==> src/rtl/cache_controller.sv <==
// Two-way, eight-set write-back / write-allocate cache controller with an LRU bit per set.
// Optional hit/miss statistics counters are built only when CACHE_STATS_EN is defined.
module cache_controller (
  input  logic       clock,
  input  logic       resetn,
  input  logic       cpu_req,
  input  logic       cpu_we,
  input  logic [4:0] cpu_addr,
  input  logic [7:0] cpu_wdata,
  output logic       cpu_ready,
  output logic       cpu_done,
  output logic [7:0] cpu_rdata,
  output logic       hit,
  output logic       miss,
  output logic       mem_req,
  output logic       mem_we,
  output logic [4:0] mem_addr,
  output logic [7:0] mem_wdata,
  input  logic [7:0] mem_rdata,
  input  logic       mem_ack,
  output logic [7:0] hit_count,
  output logic [7:0] miss_count
);

  localparam int unsigned Ways = 2;
  localparam int unsigned Sets = 8;

  typedef enum logic [2:0] {
    StIdle,
    StLookup,
    StWriteback,
    StFill,
    StDone
  } state_e;

  state_e state_q, state_d;

  logic       we_q, we_d;
  logic [4:0] addr_q, addr_d;
  logic [7:0] wdata_q, wdata_d;
  logic       victim_q, victim_d;
  logic       gap_q, gap_d;
  logic       cpu_done_q, cpu_done_d;
  logic [7:0] cpu_rdata_q, cpu_rdata_d;

  logic [Ways-1:0][Sets-1:0]      valid_q, valid_d;
  logic [Ways-1:0][Sets-1:0]      dirty_q, dirty_d;
  logic [Ways-1:0][Sets-1:0][1:0] tag_q, tag_d;
  logic [Ways-1:0][Sets-1:0][7:0] data_q, data_d;
  logic [Sets-1:0]                lru_q, lru_d;

  logic [2:0] idx;
  logic [1:0] tag_in;
  logic       hit0, hit1, lookup_hit, hit_way;
  logic       lru_way;

  assign idx        = addr_q[2:0];
  assign tag_in     = addr_q[4:3];
  assign hit0       = valid_q[0][idx] && (tag_q[0][idx] == tag_in);
  assign hit1       = valid_q[1][idx] && (tag_q[1][idx] == tag_in);
  assign lookup_hit = hit0 || hit1;
  // Both ways can never hold the same tag, so way 0 winning is only a tie-break.
  assign hit_way    = ~hit0;
  assign lru_way    = lru_q[idx];

  always_comb begin
    state_d     = state_q;
    we_d        = we_q;
    addr_d      = addr_q;
    wdata_d     = wdata_q;
    victim_d    = victim_q;
    gap_d       = 1'b0;
    cpu_done_d  = 1'b0;
    cpu_rdata_d = cpu_rdata_q;
    valid_d     = valid_q;
    dirty_d     = dirty_q;
    tag_d       = tag_q;
    data_d      = data_q;
    lru_d       = lru_q;
    cpu_ready   = 1'b0;
    hit         = 1'b0;
    miss        = 1'b0;
    mem_req     = 1'b0;
    mem_we      = 1'b0;
    mem_addr    = '0;
    mem_wdata   = '0;

    unique case (state_q)
      StIdle: begin
        cpu_ready = 1'b1;
        if (cpu_req) begin
          we_d    = cpu_we;
          addr_d  = cpu_addr;
          wdata_d = cpu_wdata;
          state_d = StLookup;
        end
      end

      StLookup: begin
        if (lookup_hit) begin
          hit = 1'b1;
          if (we_q) begin
            data_d[hit_way][idx]  = wdata_q;
            dirty_d[hit_way][idx] = 1'b1;
          end else begin
            cpu_rdata_d = data_q[hit_way][idx];
          end
          lru_d[idx] = ~hit_way;
          cpu_done_d = 1'b1;
          state_d    = StIdle;
        end else begin
          miss     = 1'b1;
          victim_d = lru_way;
          if (valid_q[lru_way][idx] && dirty_q[lru_way][idx]) begin
            state_d = StWriteback;
          end else begin
            state_d = StFill;
          end
        end
      end

      StWriteback: begin
        mem_req   = 1'b1;
        mem_we    = 1'b1;
        mem_addr  = {tag_q[victim_q][idx], idx};
        mem_wdata = data_q[victim_q][idx];
        if (mem_ack) begin
          // Force one idle cycle on mem_req before the fill request goes out.
          gap_d   = 1'b1;
          state_d = StFill;
        end
      end

      StFill: begin
        mem_req  = ~gap_q;
        mem_addr = addr_q;
        if (!gap_q && mem_ack) begin
          valid_d[victim_q][idx] = 1'b1;
          dirty_d[victim_q][idx] = 1'b0;
          tag_d[victim_q][idx]   = tag_in;
          data_d[victim_q][idx]  = mem_rdata;
          state_d                = StDone;
        end
      end

      StDone: begin
        if (we_q) begin
          data_d[victim_q][idx]  = wdata_q;
          dirty_d[victim_q][idx] = 1'b1;
        end else begin
          cpu_rdata_d = data_q[victim_q][idx];
        end
        lru_d[idx] = ~victim_q;
        cpu_done_d = 1'b1;
        state_d    = StIdle;
      end

      default: state_d = StIdle;
    endcase
  end

  always_ff @(posedge clock or negedge resetn) begin
    if (!resetn) begin
      state_q     <= StIdle;
      we_q        <= 1'b0;
      addr_q      <= '0;
      wdata_q     <= '0;
      victim_q    <= 1'b0;
      gap_q       <= 1'b0;
      cpu_done_q  <= 1'b0;
      cpu_rdata_q <= '0;
      valid_q     <= '0;
      dirty_q     <= '0;
      tag_q       <= '0;
      data_q      <= '0;
      lru_q       <= '0;
    end else begin
      state_q     <= state_d;
      we_q        <= we_d;
      addr_q      <= addr_d;
      wdata_q     <= wdata_d;
      victim_q    <= victim_d;
      gap_q       <= gap_d;
      cpu_done_q  <= cpu_done_d;
      cpu_rdata_q <= cpu_rdata_d;
      valid_q     <= valid_d;
      dirty_q     <= dirty_d;
      tag_q       <= tag_d;
      data_q      <= data_d;
      lru_q       <= lru_d;
    end
  end

  assign cpu_done  = cpu_done_q;
  assign cpu_rdata = cpu_rdata_q;

`ifdef CACHE_STATS_EN
  logic [7:0] hit_cnt_q, hit_cnt_d;
  logic [7:0] miss_cnt_q, miss_cnt_d;

  always_comb begin
    hit_cnt_d  = hit_cnt_q;
    miss_cnt_d = miss_cnt_q;
    if (hit && (hit_cnt_q != 8'hFF)) begin
      hit_cnt_d = hit_cnt_q + 8'd1;
    end
    if (miss && (miss_cnt_q != 8'hFF)) begin
      miss_cnt_d = miss_cnt_q + 8'd1;
    end
  end

  always_ff @(posedge clock or negedge resetn) begin
    if (!resetn) begin
      hit_cnt_q  <= '0;
      miss_cnt_q <= '0;
    end else begin
      hit_cnt_q  <= hit_cnt_d;
      miss_cnt_q <= miss_cnt_d;
    end
  end

  assign hit_count  = hit_cnt_q;
  assign miss_count = miss_cnt_q;
`else
  assign hit_count  = '0;
  assign miss_count = '0;
`endif

endmodule

==> config.mk <==
export PLATFORM = sky130hd
export DESIGN_NAME = cache_controller
export DESIGN_NICKNAME = d
export VERILOG_FILES = /design/src/rtl/cache_controller.sv
export SDC_FILE = /design/constraint.sdc
export NUM_CORES = 1
export LEC_CHECK = 0
export CAP_MARGIN = 15
export CORE_MARGIN = 5
export CORE_UTILIZATION = 30
export CTS_BUF_LIST = sky130_fd_sc_hd__clkbuf_16
export CTS_CLUSTER_DIAMETER = 30
export CTS_CLUSTER_SIZE = 25
export DETAILED_ROUTE_END_ITERATION = 10
export SLEW_MARGIN = 20
export SYNTH_ARGS = -nofsm -noshare
export SYNTH_HDL_FRONTEND = slang
export SYNTH_SLANG_ARGS = --single-unit
==> constraint.sdc <==
create_clock -name clock -period 3.3 [get_ports clock]
set_clock_uncertainty 0.2 [all_clocks]
set_input_delay 0.66 -clock clock [delete_from_list [all_inputs] [get_ports clock]]
set_output_delay 0.66 -clock clock [all_outputs]
set_load 0.01 [all_outputs]
# Yosys cells after proc, flatten, opt, wreduce, memory -nomap -nowiden
# Cells that the tools add are included.
[totals] word_cells=180 inputBits=26 register_bits=228
[op_classes] n_lt_le_gt_ge=7 n_reduce_logical=19 mux=86 bitwise_logic=9 n_eq_ne=14
[op_table] operator="2-to-1 mux 128 bit" count=4
[op_table] operator="bitwise mux 128 bit" count=3
[op_table] operator="2-to-1 mux 64 bit" count=6
[op_table] operator="case mux 128 bit (3 select lines)" count=1
[op_table] operator="demux 64 bit (select 1 bit)" count=2
[op_table] operator="2-to-1 mux 16 bit" count=7
[op_table] operator="2-to-1 mux 8 bit" count=14
[op_table] operator="binary-select mux 8 bit (select 3 bit)" count=2
[op_table] operator="bitwise OR 16 bit" count=3
[op_table] operator="case mux 16 bit (3 select lines)" count=1
[op_table] operator="bitwise mux 32 bit" count=1
[op_table] operator="case mux 8 bit (2 select lines)" count=2
[op_table] operator="demux 8 bit (select 3 bit)" count=1
[op_table] operator="binary-select mux 2 bit (select 3 bit)" count=3
[op_table] operator="AND 16 bit" count=1
[op_table] operator="bitwise mux 8 bit" count=2
[op_table] operator="demux 16 bit (select 1 bit)" count=1
[op_table] operator="demux 8 bit (select 1 bit)" count=2
[op_table] operator="!= test 2 bit, second input constant" count=8
[op_table] operator="inverter 16 bit" count=1
[op_table] operator="binary-select mux 1 bit (select 3 bit)" count=5
[op_table] operator="2-to-1 mux 1 bit" count=15
[op_table] operator="case mux 3 bit (4 select lines)" count=1
[op_table] operator="2-to-1 mux 2 bit" count=5
[op_table] operator="other kinds (24)" count=44

# Longest topological paths before layout
[logic_depth] depth_word=13 ltp_mapped=13

# Worst setup path before layout
# No wires, ideal clock.
[synth_timing] path_kind="register to output" start="reg victim_q" end="out mem_addr[3]" t_arrival_ps=2662 path_stages_with_launch=10 setup_slack_ps=-222 path_cell_list="dfrtp_1 -> clkbuf_1 -> buf_1 -> clkbuf_1 -> buf_1 -> mux4_2 -> a221oi_1 -> nor2_1 -> a21oi_1 -> nor2_1"
[synth_between] elab_chain_cells=5
[synth_rtl] item="from (decl)" line="41" source="logic victim_q, victim_d;"
[synth_rtl] item="from (signal assigned)" line="182" source="victim_q <= victim_d;"
[synth_rtl] item="2-to-1 mux 16 bit (implied by the code) (2 in series)" line="125" source="mem_addr = {tag_q[victim_q][idx], idx};"
[synth_rtl] item="binary-select mux 2 bit (select 3 bit)" line="125"
[synth_rtl] item="2-to-1 mux 2 bit (implied by the code)" line="125"
[synth_rtl] item="case mux 5 bit (2 select lines)" line="88" source="unique case (state_q)"
[synth_rtl] item="to (decl)" line="17" source="output logic [4:0] mem_addr,"
# No other way between the ends. The select of a mux whose other input is x is not followed.

# Worst setup path after layout
[layout_timing] start="reg victim_q" end="out mem_wdata[2]"
[layout_between] elab_chain_cells=5
[layout_rtl] item="2-to-1 mux 64 bit (implied by the code) (2 in series)" line="126" source="mem_wdata = data_q[victim_q][idx];"
[layout_rtl] item="binary-select mux 8 bit (select 3 bit)" line="126"
[layout_rtl] item="2-to-1 mux 8 bit (implied by the code)" line="126"
[layout_rtl] item="2-to-1 mux 8 bit" line="88"
[layout_rtl] item="to (decl)" line="18" source="output logic [7:0] mem_wdata,"
# No other way between the ends. The select of a mux whose other input is x is not followed.

==> flow_metrics.tcl <==
set metrics [dict create \
    ys_seq_elements 228 \
    dp_hpwl_mm 38.2 \
    core_area_um2 44300 \
    multi_input_area_um2 8300 \
    cp_slowest_stage_delay_ps 530 \
    tns_ps -30040 \
    overflow 0 \
    routed-wl-met2_mm 25.4 \
    crit_chain "buf_12, buf_6, mux4_2, mux2_4, a221oi_2, buf_4, nor3_1, buf_2" \
    path_max_fanout 6 \
    synth_enable_flop_cells 0 \
    htreeDepth 2 \
    die-area_um2 49200 \
    synth_simple_gate_area_frac 0.100 \
    clockBufferDepth 3 \
    drive_gt1_frac 0.392 \
    synthMuxAreaShare 0.187 \
    rsz0062_at_grt "true" \
    yosysWarnings 0 \
    synth-main-ff-cell "dfrtp_1" \
    route.detailed.drc 0 \
    p_per_area_nw_per_um2 1240 \
    setup_viol 164 \
    clock_sinks 228 \
    setup_ws_ps -342 \
    synth_area_um2 13500 \
    maxCapViolations 0 \
    die-width_um 222 \
    diodes 0 \
    fp.dieH_um 222 \
    cts_tree "yes" \
    hold_viol 0 \
    clk_pin_slew_worst_paths_ps 50 \
    seq_area_frac_synth 0.424 \
    initial_core_util 0.304 \
    cts_made_buffers 58 \
    highest_layer "met4" \
    critPathLaunchType "flip-flop" \
    p_leak_nw 8.39 \
    fillers 4063 \
    final_core_util 0.453 \
    violations "negative setup slack" \
    cp_num_cells 8 \
    num_vias 13300 \
    reg2reg_from "addr_q[0]" \
    synthAdderAreaFrac 0 \
    clockRootBuffer "clkbuf_16" \
    worst_ir_drop_vdd_uv 602 \
    dr.pass1.iters 5 \
    place_congestion 0.963 \
    synthXorXnorAreaFrac 0.00130 \
    status "finished with violations" \
    syn_avg_cell_area_um2 10.1 \
    grt_antenna_before_repair 0 \
    critical_path.top_delay_family "multiplexers" \
    num_rows 77 \
    hold-path-endpoint "cpu_rdata[7]" \
    ff2ff_setup_slack_ps -300 \
    wirelength_mm 56.2 \
    syn_to_final_growth_pct 49.0 \
    numPortBuffers 52 \
    synth-async-reset-ratio 1.00 \
    netlist.area_leader.share 0.424 \
    netlist_top_cells_area "dfrtp_1, mux4_2, a22o_1" \
    end_kind "primary output" \
    r2r_end "data_q[91]" \
    worstMarginPinSlew_ps 1040 \
    netlist_instances 1332 \
    whs_path_depth 2 \
    crit_slowest_cell "dfrtp_4" \
    grt_pass1_wl_mm 84.4 \
    ant_nets 0 \
    clk_latency_ps 590 \
    grt_pass1_vias 13100 \
    ff2ff_path_depth 12 \
    pin_count 69 \
    crit_type "reg2out" \
    arrival_ps 2780 \
    grt_max_degree 73 \
    synth-compound-area-share 0.242 \
    drtIter0Drc 1625 \
    fin_nets 1619 \
    yosysTopAreaCell "dfrtp_1" \
    grt.total_usage 0.219 \
    hold_path_startpoint "cpu_rdata[7]" \
    drv_slew 0 \
    seqCellArea_um2 5710 \
    min_period_ps 3640 \
    dr_wl_met3_mm 5.68 \
    routedWlPerCell_um 25.2 \
    via_per_inst 5.97 \
    critPathBufInv 4 \
    synth_top_family_by_area "compound AO/OA/AOI/OAI gates" \
    fin_crit_sh 1.10 \
    maxSlewHeadroom 0.307 \
    synth_cell_types 64 \
    drt-met1-wl_mm 22.9 \
    fmax_mhz 275 \
    required_ps 2440 \
    min_path_type "reg2reg" \
]
==> stage by stage <==
stage	worst slack [ps]	total power [mW]	hold slack, ps	std cells	cell area [um^2]
CTS	-359	23.3	277	2212	19300
global route	-418	25.7	303	2232	20100
global placement	-246	15.6	263	2052	16000
finish	-342	24.8	271	2232	20100
detailed placement	-256	15.8	266	2052	16000
floorplan	3.33	11.0	164	1347	13500
==> flip-flops by register name, summed over array words and instances (netlist names) <==
| register | flops |
|---|---|
| data_q | 128 |
| victim_q | 1 |
| cpu_done | 1 |
| tag_q | 32 |
| lru_q | 8 |
| addr_q | 5 |
| dirty_q | 16 |
| cpu_rdata | 8 |
| wdata_q | 8 |
| gap_q | 1 |
| valid_q | 16 |
| state_q | 3 |
| we_q | 1 |
==> cells in the final DEF, fill, tap and decap left out, types with 11 or more instances in the layout <==
cell,netlist,routed
mux2i_1,76,57
nand2_1,127,120
o21ai_2,0,19
a21oi_4,0,18
conb_1,1,16
a22oi_1,15,15
a21oi_1,47,31
buf_12,0,38
o21ai_0,150,121
a22o_1,103,103
buf_6,1,60
nor2_1,85,79
or2_2,17,17
clkinv_2,0,12
o22ai_1,27,21
mux4_2,50,50
dfrtp_1,228,225
mux2_2,56,53
a31oi_1,15,14
buf_8,0,11
o21a_1,13,13
buf_4,19,149
clkbuf_16,0,60
clkdlybuf4s50_1,0,39
o21ai_1,18,19
nand3_1,20,16
==> Yosys cell counts (6+ instances only) <==
master / n
dfrtp_1: 228
o21ai_0: 150
nand2_1: 127
a22o_1: 103
nor2_1: 85
clkbuf_1: 76
mux2i_1: 76
mux2_2: 56
mux4_2: 50
a21oi_1: 47
o22ai_1: 27
buf_2: 21
nand3_1: 20
buf_4: 19
o21ai_1: 18
or2_2: 17
a22oi_1: 15
a31oi_1: 15
nor3_1: 15
o221ai_1: 14
o21a_1: 13
a21oi_2: 11
buf_1: 11
and2_1: 10
o22a_1: 10
a221o_1: 9
o31ai_1: 9
o2111ai_1: 7
inv_1: 6
nor2b_1: 6
==> worst min-delay path: stages (launching register included) <==
cell,delay (ps)
dfrtp_1,340
nand2_1,50
o31ai_1,50
==> cell type report <==
| type | instances | area share |
|---|---|---|
| Multi-Input combinational cell | 983 | 0.414 |
| Sequential cell | 228 | 0.285 |
| Timing Repair Buffer | 314 | 0.169 |
| Clock buffer | 59 | 0.0736 |
| Tap cell | 592 | 0.0369 |
| Clock inverter | 48 | 0.0206 |
| Inverter | 8 | 0.00187 |
==> power breakdown <==
part	total, mW	internal [mW]	switching (mW)
sequential	5.36	3.98	1.38
combinational	14.0	6.86	7.11
clock	5.48	3.63	1.86
==> worst max-delay path by stage <==
stage / startpoint / to / slack, ps
finish: victim_q / mem_wdata[2] / -340
global route: addr_q[0] / data_q[91] / -420
CTS: victim_q / mem_addr[3] / -360
detailed placement: addr_q[0] / cpu_rdata[2] / -260
global placement: addr_q[0] / cpu_rdata[3] / -250
floorplan: addr_q[0] / mem_wdata[3] / 3
==> cells by family after synthesis <==
kind of cell / count (synthesis)
AO/OA/AOI/OAI: 479
AND/OR/NAND/NOR: 304
flip-flops: 228
multiplexers: 182
buffers and inverters: 136
XOR/XNOR: 2
other: 1
==> routing by layer <==
metal | GRT usage | up-vias
met3 | 0.0545 | 163
met2 | 0.339 | 838
li1 | - | 5611
met4 | 0.0795 | 0
met1 | 0.299 | 6703
met5 | 0 | -
==> what timing repair did <==
action,CTS,global route
hold buffers,1,0
pin swaps,87,58
setup buffers,46,33
endpoints found under the hold margin,68,0
cloned,12,1
setup endpoints to repair,150,175
resized for setup,238,155
(Power assumes the default switching activity.)
